File: src/rtl/pipelined_cla_adder.sv
// Pipelined add/subtract unit: one BLOCK_BITS-wide carry-lookahead block is resolved per stage,
// and the block carry is registered into the next stage. One operation can be accepted per cycle.
module pipelined_cla_adder #(
  parameter int unsigned NR_BITS    = 16,
  parameter int unsigned BLOCK_BITS = 4
) (
  input  logic               clk,
  input  logic               rst,
  input  logic               in_valid,
  output logic               in_ready,
  input  logic [NR_BITS-1:0] a,
  input  logic [NR_BITS-1:0] b,
  input  logic               c_in,
  input  logic               sub,
  output logic               out_valid,
  input  logic               out_ready,
  output logic [NR_BITS-1:0] sum,
  output logic               c_out,
  output logic               overflow
);

  localparam int unsigned NrBlocks = NR_BITS / BLOCK_BITS;
  localparam int unsigned Last     = NrBlocks - 1;
  localparam int unsigned Msb      = NR_BITS - 1;

  // Full lookahead: each carry is an OR of generate/propagate products, no ripple through c[i].
  function automatic logic [BLOCK_BITS:0] cla_carries(input logic [BLOCK_BITS-1:0] g,
                                                      input logic [BLOCK_BITS-1:0] p,
                                                      input logic              cin);
    logic [BLOCK_BITS:0] c;
    logic                term;
    c    = '0;
    c[0] = cin;
    for (int i = 0; i < int'(BLOCK_BITS); i++) begin
      for (int j = 0; j <= i + 1; j++) begin
        term = (j == 0) ? cin : g[j-1];
        for (int m = j; m <= i; m++) begin
          term = term & p[m];
        end
        c[i+1] = c[i+1] | term;
      end
    end
    return c;
  endfunction

  logic                              advance;
  logic                              accept;
  logic [NR_BITS-1:0]                b_eff;
  logic                              cin_eff;

  logic [NrBlocks-1:0]               valid_q;
  logic [NrBlocks-1:0]               c_q;
  logic [NrBlocks-1:0][NR_BITS-1:0]  a_q;
  logic [NrBlocks-1:0][NR_BITS-1:0]  b_q;
  logic [NrBlocks-1:0][NR_BITS-1:0]  s_q;

  // Per-stage results: partial sum with this stage's slice filled in, and carry into next block.
  logic [NrBlocks-1:0][NR_BITS-1:0]  s_fwd;
  logic [NrBlocks-1:0]               blk_cout;

  assign advance = !out_valid || out_ready;
  assign in_ready = advance;
  assign accept  = in_valid && advance;
  assign b_eff   = sub ? ~b : b;
  assign cin_eff = c_in ^ sub;

  for (genvar k = 0; k < NrBlocks; k++) begin : g_blk
    logic [BLOCK_BITS-1:0] gen;
    logic [BLOCK_BITS-1:0] prop;
    logic [BLOCK_BITS:0]   carry;

    assign gen   = a_q[k][k*BLOCK_BITS +: BLOCK_BITS] & b_q[k][k*BLOCK_BITS +: BLOCK_BITS];
    assign prop  = a_q[k][k*BLOCK_BITS +: BLOCK_BITS] ^ b_q[k][k*BLOCK_BITS +: BLOCK_BITS];
    assign carry = cla_carries(gen, prop, c_q[k]);
    assign blk_cout[k] = carry[BLOCK_BITS];

    always_comb begin
      s_fwd[k] = s_q[k];
      s_fwd[k][k*BLOCK_BITS +: BLOCK_BITS] = prop ^ carry[BLOCK_BITS-1:0];
    end
  end

  always_ff @(posedge clk or posedge rst) begin
    if (rst) begin
      valid_q <= '0;
      c_q     <= '0;
      a_q     <= '0;
      b_q     <= '0;
      s_q     <= '0;
    end else if (advance) begin
      valid_q[0] <= accept;
      if (accept) begin
        a_q[0] <= a;
        b_q[0] <= b_eff;
        c_q[0] <= cin_eff;
        s_q[0] <= '0;
      end
      for (int k = 1; k < int'(NrBlocks); k++) begin
        valid_q[k] <= valid_q[k-1];
        a_q[k]     <= a_q[k-1];
        b_q[k]     <= b_q[k-1];
        c_q[k]     <= blk_cout[k-1];
        s_q[k]     <= s_fwd[k-1];
      end
    end
  end

  // The last block is resolved combinationally from the final stage register.
  assign out_valid = valid_q[Last];
  assign sum       = s_fwd[Last];
  assign c_out     = blk_cout[Last];
  assign overflow  = (a_q[Last][Msb] == b_q[Last][Msb]) && (sum[Msb] != a_q[Last][Msb]);

endmodule

File: config.mk
export PLATFORM = sky130hd
export DESIGN_NAME = pipelined_cla_adder
export DESIGN_NICKNAME = d
export VERILOG_FILES = /design/src/rtl/pipelined_cla_adder.sv
export SDC_FILE = /design/constraint.sdc
export NUM_CORES = 1
export LEC_CHECK = 0
export BUFFER_PORTS_ARGS = -buffer_cell sky130_fd_sc_hd__buf_2
export CAP_MARGIN = 20
export CORE_MARGIN = 5
export CORE_UTILIZATION = 50
export DETAILED_ROUTE_END_ITERATION = 7
export PLACE_DENSITY = 0.7
export SLEW_MARGIN = 10
export SYNTH_ARGS = -nofsm -noshare
export SYNTH_HDL_FRONTEND = slang
export SYNTH_SLANG_ARGS = --single-unit
File: constraint.sdc
create_clock -name clk -period 8.1 [get_ports clk]
set_input_delay 0 -clock clk [delete_from_list [all_inputs] [get_ports clk]]
set_output_delay 0 -clock clk [all_outputs]
set_load 0.01 [all_outputs]
==> results of run 1 <==
==> power by group through the flow <==
stage / combinational (mW) / sequential (mW) / clock [mW]
after global placement: 0.833 / 0.949 / 0
after global routing: 0.996 / 0.974 / 0.341
after CTS: 0.879 / 0.943 / 0.316
final: 0.863 / 0.941 / 0.306
after floorplan: 0.747 / 0.917 / 0
after detailed placement: 0.863 / 0.954 / 0
==> metrics by stage <==
stage	area [µm²]	utilization, %	total power [mW]	std cells
6_report	5858	59.39	2.109	710
3_3_place_gp	5338	54.11	1.781	660
4_1_cts	5858	59.39	2.138	710
3_5_place_dp	5338	54.11	1.818	660
2_1_floorplan	5095	-	1.664	508
5_1_grt	5858	59.39	2.311	710
==> cells in the mapped netlist, types with 7 or more instances <==
library cell	n	share of area, %
dfrtp_1	112	55
ha_1	20	4.9
inv_1	11	0.81
a21oi_1	39	3.8
buf_4	17	2.5
clkbuf_1	17	1.3
nor2_1	7	0.52
mux2_4	10	2.9
nand2_1	184	14
xnor2_1	20	3.4
o21ai_0	9	0.88
o21a_1	8	1.2
==> layer usage <==
metal | up-vias | wire, µm
met5 | - | 0
met4 | 0 | 107
met3 | 7 | 344
met2 | 47 | 3958
met1 | 1605 | 4561
li1 | 1749 | -
==> placed cells by master, fill, tap and decap left out, types with 5 or more instances in the layout <==
cell and count:
nor2_1 7, xnor2_1 20, clkbuf_8 9, buf_2 57, mux2_4 10, o21a_1 8, inv_1 10, a21oi_1 39
dlygate4sd3_1 34, o21ai_0 9, dfrtp_1 112, mux2_2 5, a21o_1 5, nand2_1 184, nor3_1 5, ha_1 20
==> layout make-up <==
type | instances | area (µm²)
sequential | 112 | 2803
fill | 845 | 4006
multi-input combinational | 342 | 2006
timing repair buffer | 95 | 655.6
clock inverter | 6 | 52.55
clock buffer | 10 | 127.6
inverter | 12 | 47.55
tap | 133 | 166.4
==> timing repair <==
action	in CTS	in global routing
endpoints found under the hold margin	84	0
buffers inserted	0	0
hold buffers	34	0
==> final timing paths <==
| kind | to | depth (start not counted) | slack [ps] | startpoint |
|---|---|---|---|---|
| max | in_ready | 5 | 5760 | valid_q[3] |
| min | b_q[14] | 3 | 90 | in_valid |
| max reg2reg | a_q[13] | 6 | 5890 | valid_q[3] |
| min reg2reg | sum[5] | 2 | 470 | s_fwd[37] |
| max in group asynchronous | b_q[3] | 4 | 6660 | rst |
| min in group asynchronous | sum[4] | 3 | 240 | rst |
==> state kept, by name, summed over array words and instances (netlist names) <==
register  flops
b_q          40
a_q          40
s_fwd        12
valid_q       4
sum          12
c_q           4
==> kinds of logic after synthesis <==
logic type,count (synthesis),share of synthesized area [%]
AND/OR/NAND/NOR,204,15.74
flip-flops,112,55.01
AO/OA/AOI/OAI,75,8.915
buffers and inverters,54,5.624
adder cells (fa/ha/maj),24,6.483
XOR/XNOR,23,3.954
multiplexers,16,4.273
==> worst max-delay path, stage by stage (launching register included) <==
cell     delay [ps]
dfrtp_1         390
nor2b_4         120
buf_4           320
inv_2           120
buf_4           700
buf_2           270
==> results.md, run 1 <==
- Status: finished, final reports clean
- Sequential area share after synthesis: 55.01%
- Tcrit/Tclk final: 28.92%
- Global-route wire length before repair: 16,020 µm
- Met1 Use GR: 22.01%
- Placement row count: 36
- Fin crit period: 2342 ps
- Ports: 58
- Relative slew slack: 39.29%
- Synth Flop Type: dfrtp_1
- Die X: 110.9 µm
- Antenna Diode Count: 0
- Drt initial violations: 144
- Setup-failing EPs final: 0
- Starting Density: 51.65%
- Met2 Track Usage GR: 24.27%
- Share of power burned in registers: 44.6%
- Worst Skew: 11.98 ps
- Fmax achieved: 426.9 MHz
- Vias: 3,408
- DRC errors left: 0
- Max FO, Critical Path: 98
- Synth Net Count: 570
- Chip Height: 110.9 µm
- Largest net degree at the start of global routing: 99
- Combinational power share: 40.9%
- Pre-antenna DRT Iters: 4
- Number of synthesized flops with an enable pin: 0
- Antenna violations before repair: 0
- WHS: 92.68 ps
- DPL Wire Length: 5923 µm
- # nets final: 634
- GP Congestion: 0.8178
- Total wire length: 8971 µm
- WP data arrival: 2340 ps
- RSZ-0062 raised after global routing: no
- Pins Over Slew Limit: 0
- Least-Margin Pin Slew: 910.6 ps
- Final ANT Viol Nets: 0
- Cts repair resizes: 0
- NetSw: 794.0 µW
- Mapped cell area: 5095 µm²
- Clock slew at reported path FFs: 110 ps
- Root Driver: clkbuf_8
- PwrDens: 360.1 nW/µm²
- GR Util All Layers: 15.64%
- Most Used Layer, Global Route: met2
- Hold Vio Cnt, Final: 0
- WL per Instance: 12.64 µm
- Kind of critical path: flip-flop to output pin
- Maxcap violations: 0
- Pint: 1.315 mW
- Final worst slack: 5758 ps
- Clock Latency Late Sink: 370 ps
- VDD IR-drop max: 163.4 µV
- WP data required: 8100 ps
- Clock network fraction of total power: 14.5%
- Syn-to-layout area delta: 14.98%
- Switching Share: 37.65%
- Netlist cell types: 34
- Asr flop ratio synth: 100.0%
- Share of cells above drive strength 1: 16.64%
- Number of cells produced by synthesis: 508
- CTS max path bufs: 2
- Pleak: 2.949 nW
- Met3 global-route usage: 4.148%
- Min-delay worst type: input pin to flip-flop
- Vias in the first global route: 3,463
- H-tree lvl count: 3
- Setup crit end kind: output pin
- Cts bufs inserted: 9
- CTS tree: done
- Ys Warns: 0
- Seq cells post-synth: 112
- Via density: 4.800
- Pre-CTS WS: 5864 ps
- CP startpoint kind: flip-flop
- TNS Setup: 0 ps
- Sink Count: 112
- PortBufs: 57
- GR Overflow Total: 0
- Core area: 9864 µm²
- Die area: 12,310 µm²
- Syn Area/Cell: 10.03 µm²
(Power assumes the default switching activity.)
==> inputs of run 2 (changes only) <==
Clock period 8.1 ns to 2.35 ns, I/O delays scaled along.
==> run 2 against run 1 <==
  * Setup slack got worse by 5300 ps
  * Register-to-register slack got worse by 5400 ps
  * Worst hold slack got worse by 13 ps
  * Largest power group unchanged
  * Highest routed layer unchanged
==> results.md, run 2 (same netlist as run 1, synthesis figures left out) <==
- Total wire length: 8944 µm
- Die area: 12,310 µm²
- CTS tree: done
- H-tree lvl count: 3
- Vias: 3,446
- Die X: 110.9 µm
- Vias in the first global route: 3,474
- Cts bufs inserted: 9
- Largest regs: a_q: 40 flops, b_q: 40 flops
- Syn-to-layout area delta: 16.75%
- Min-delay worst type: input pin to flip-flop
- Antenna Diode Count: 0
- Clock Latency Late Sink: 370 ps
- Chip Height: 110.9 µm
- Least-Margin Pin Slew: 950.6 ps
- Fillers: 814
- Tcrit/Tclk final: 81.10%
- Relative slew slack: 36.62%
- Final ANT Viol Nets: 0
- WP data required: 2350 ps
- TNS Setup: 0 ps
- Ports: 58
- Worst R2R Path Depth: 5
- Worst Hold Launch: in_valid
- WP data arrival: 1910 ps
- DPL Wire Length: 5928 µm
- Largest net degree at the start of global routing: 99
- Sink Count: 112
- Setup crit end kind: output pin
- Internal reg-to-reg setup slack: 470 ps
- VDD IR-drop max: 550.2 µV
- Placement row count: 36
- Worst Skew: 17.87 ps
- Max FO, Critical Path: 3
- Antenna violations before repair: 0
- Global-route wire length before repair: 16,060 µm
- Pre-antenna DRT Iters: 4
- PwrDens: 1268 nW/µm²
- Fin crit period: 1906 ps
- Setup-failing EPs final: 0
- Root Driver: clkbuf_8
- Via density: 4.840
- Most frequent cells in the layout: 184 x nand2_1, 112 x dfrtp_1, 57 x buf_2
- Status: finished, final reports clean
- PortBufs: 57
- Fmax achieved: 524.7 MHz
- Final worst slack: 444.2 ps
- GR Overflow Total: 0
- Kind of critical path: flip-flop to output pin
- Pins Over Slew Limit: 0
- RSZ-0062 raised after global routing: no
- DRC errors left: 0
- Share of cells above drive strength 1: 16.93%
- WL per Instance: 12.56 µm
- GR Util All Layers: 15.60%
- WHS Path Cells: 3
- Clock slew at reported path FFs: 100 ps
- Pre-CTS WS: 503.9 ps
- GP Congestion: 0.7882
- Pleak: 2.991 nW
- CP startpoint kind: flip-flop
- Starting Density: 51.65%
- Reg2reg end: s_fwd[39]
- Hold Vio Cnt, Final: 0
- CTS max path bufs: 2
- # nets final: 636
- RR Startpoint: a_q[20]
- Maxcap violations: 0
- Hold Path Sink: b_q[15]
- Drt initial violations: 205
- Core area: 9864 µm²
- Most common cell after layout, fill and taps aside: nand2_1
[run 2: repair_timing]
action                    CTS  global route
buffers inserted            0             0
hold buffers               34             0
resized for setup           0             0
hold endpoints to repair  145             0
[run 2: metal layers]
layer | global-route usage (%) | vias to the layer above | share of wire (%)
met3 | 2.183 | 8 | 2.8
met5 | 0 | - | 0
met1 | 22.65 | 1627 | 51
met2 | 23.79 | 56 | 45
li1 | - | 1755 | -
met4 | 6.076 | 0 | 1.5
[run 2: critical path, cell delays in order (launching register included)]
cell and delay, ps:
dfrtp_1 390, ha_1 290, ha_1 190, o211ai_1 240
nand2_1 120, a21o_1 180, buf_2 130
[run 2: area by class of cell]
class                      count  area, µm²  area share (%)
clock buffer                  11      141.4           2.377
clock inverter                 5      87.58           1.472
inverter                      12      48.80          0.8204
multi-input combinational    342       2006           33.72
sequential                   112       2803           47.12
tap                          133      166.4           2.798
timing repair buffer          97      695.7           11.70
[run 2: report_power, final]
| group | switching [mW] | internal (mW) | leakage [nW] | total (mW) |
|---|---|---|---|---|
| Clock | 0.637 | 0.642 | 0.112 | 1.28 |
| Sequential | 0.470 | 2.78 | 1.31 | 3.25 |
| Combinational | 1.64 | 1.38 | 1.57 | 3.02 |
| Total | 2.74 | 4.80 | 2.99 | 7.55 |
[run 2: through the flow]
step / cell area [µm²] / util, % / power, mW / cells / hold slack, ps
3_3_place_gp: 5379 / 54.53 / 6.163 / 662 / 152.6
3_5_place_dp: 5379 / 54.53 / 6.306 / 662 / 153.0
5_1_grt: 5948 / 60.30 / 8.243 / 712 / 73.69
6_report: 5948 / 60.30 / 7.545 / 712 / 79.35
4_1_cts: 5948 / 60.30 / 7.633 / 712 / 66.36
2_1_floorplan: 5099 / - / 5.736 / 508 / 134.7
[run 2: how the worst max path moves through the flow]
stage / to / from
final: c_out / a_q[60]
after global routing: overflow / a_q[60]
after CTS: c_out / a_q[60]
after detailed placement: s_fwd[39] / a_q[20]
after global placement: s_fwd[19] / a_q[0]
after floorplan: s_fwd[19] / a_q[0]
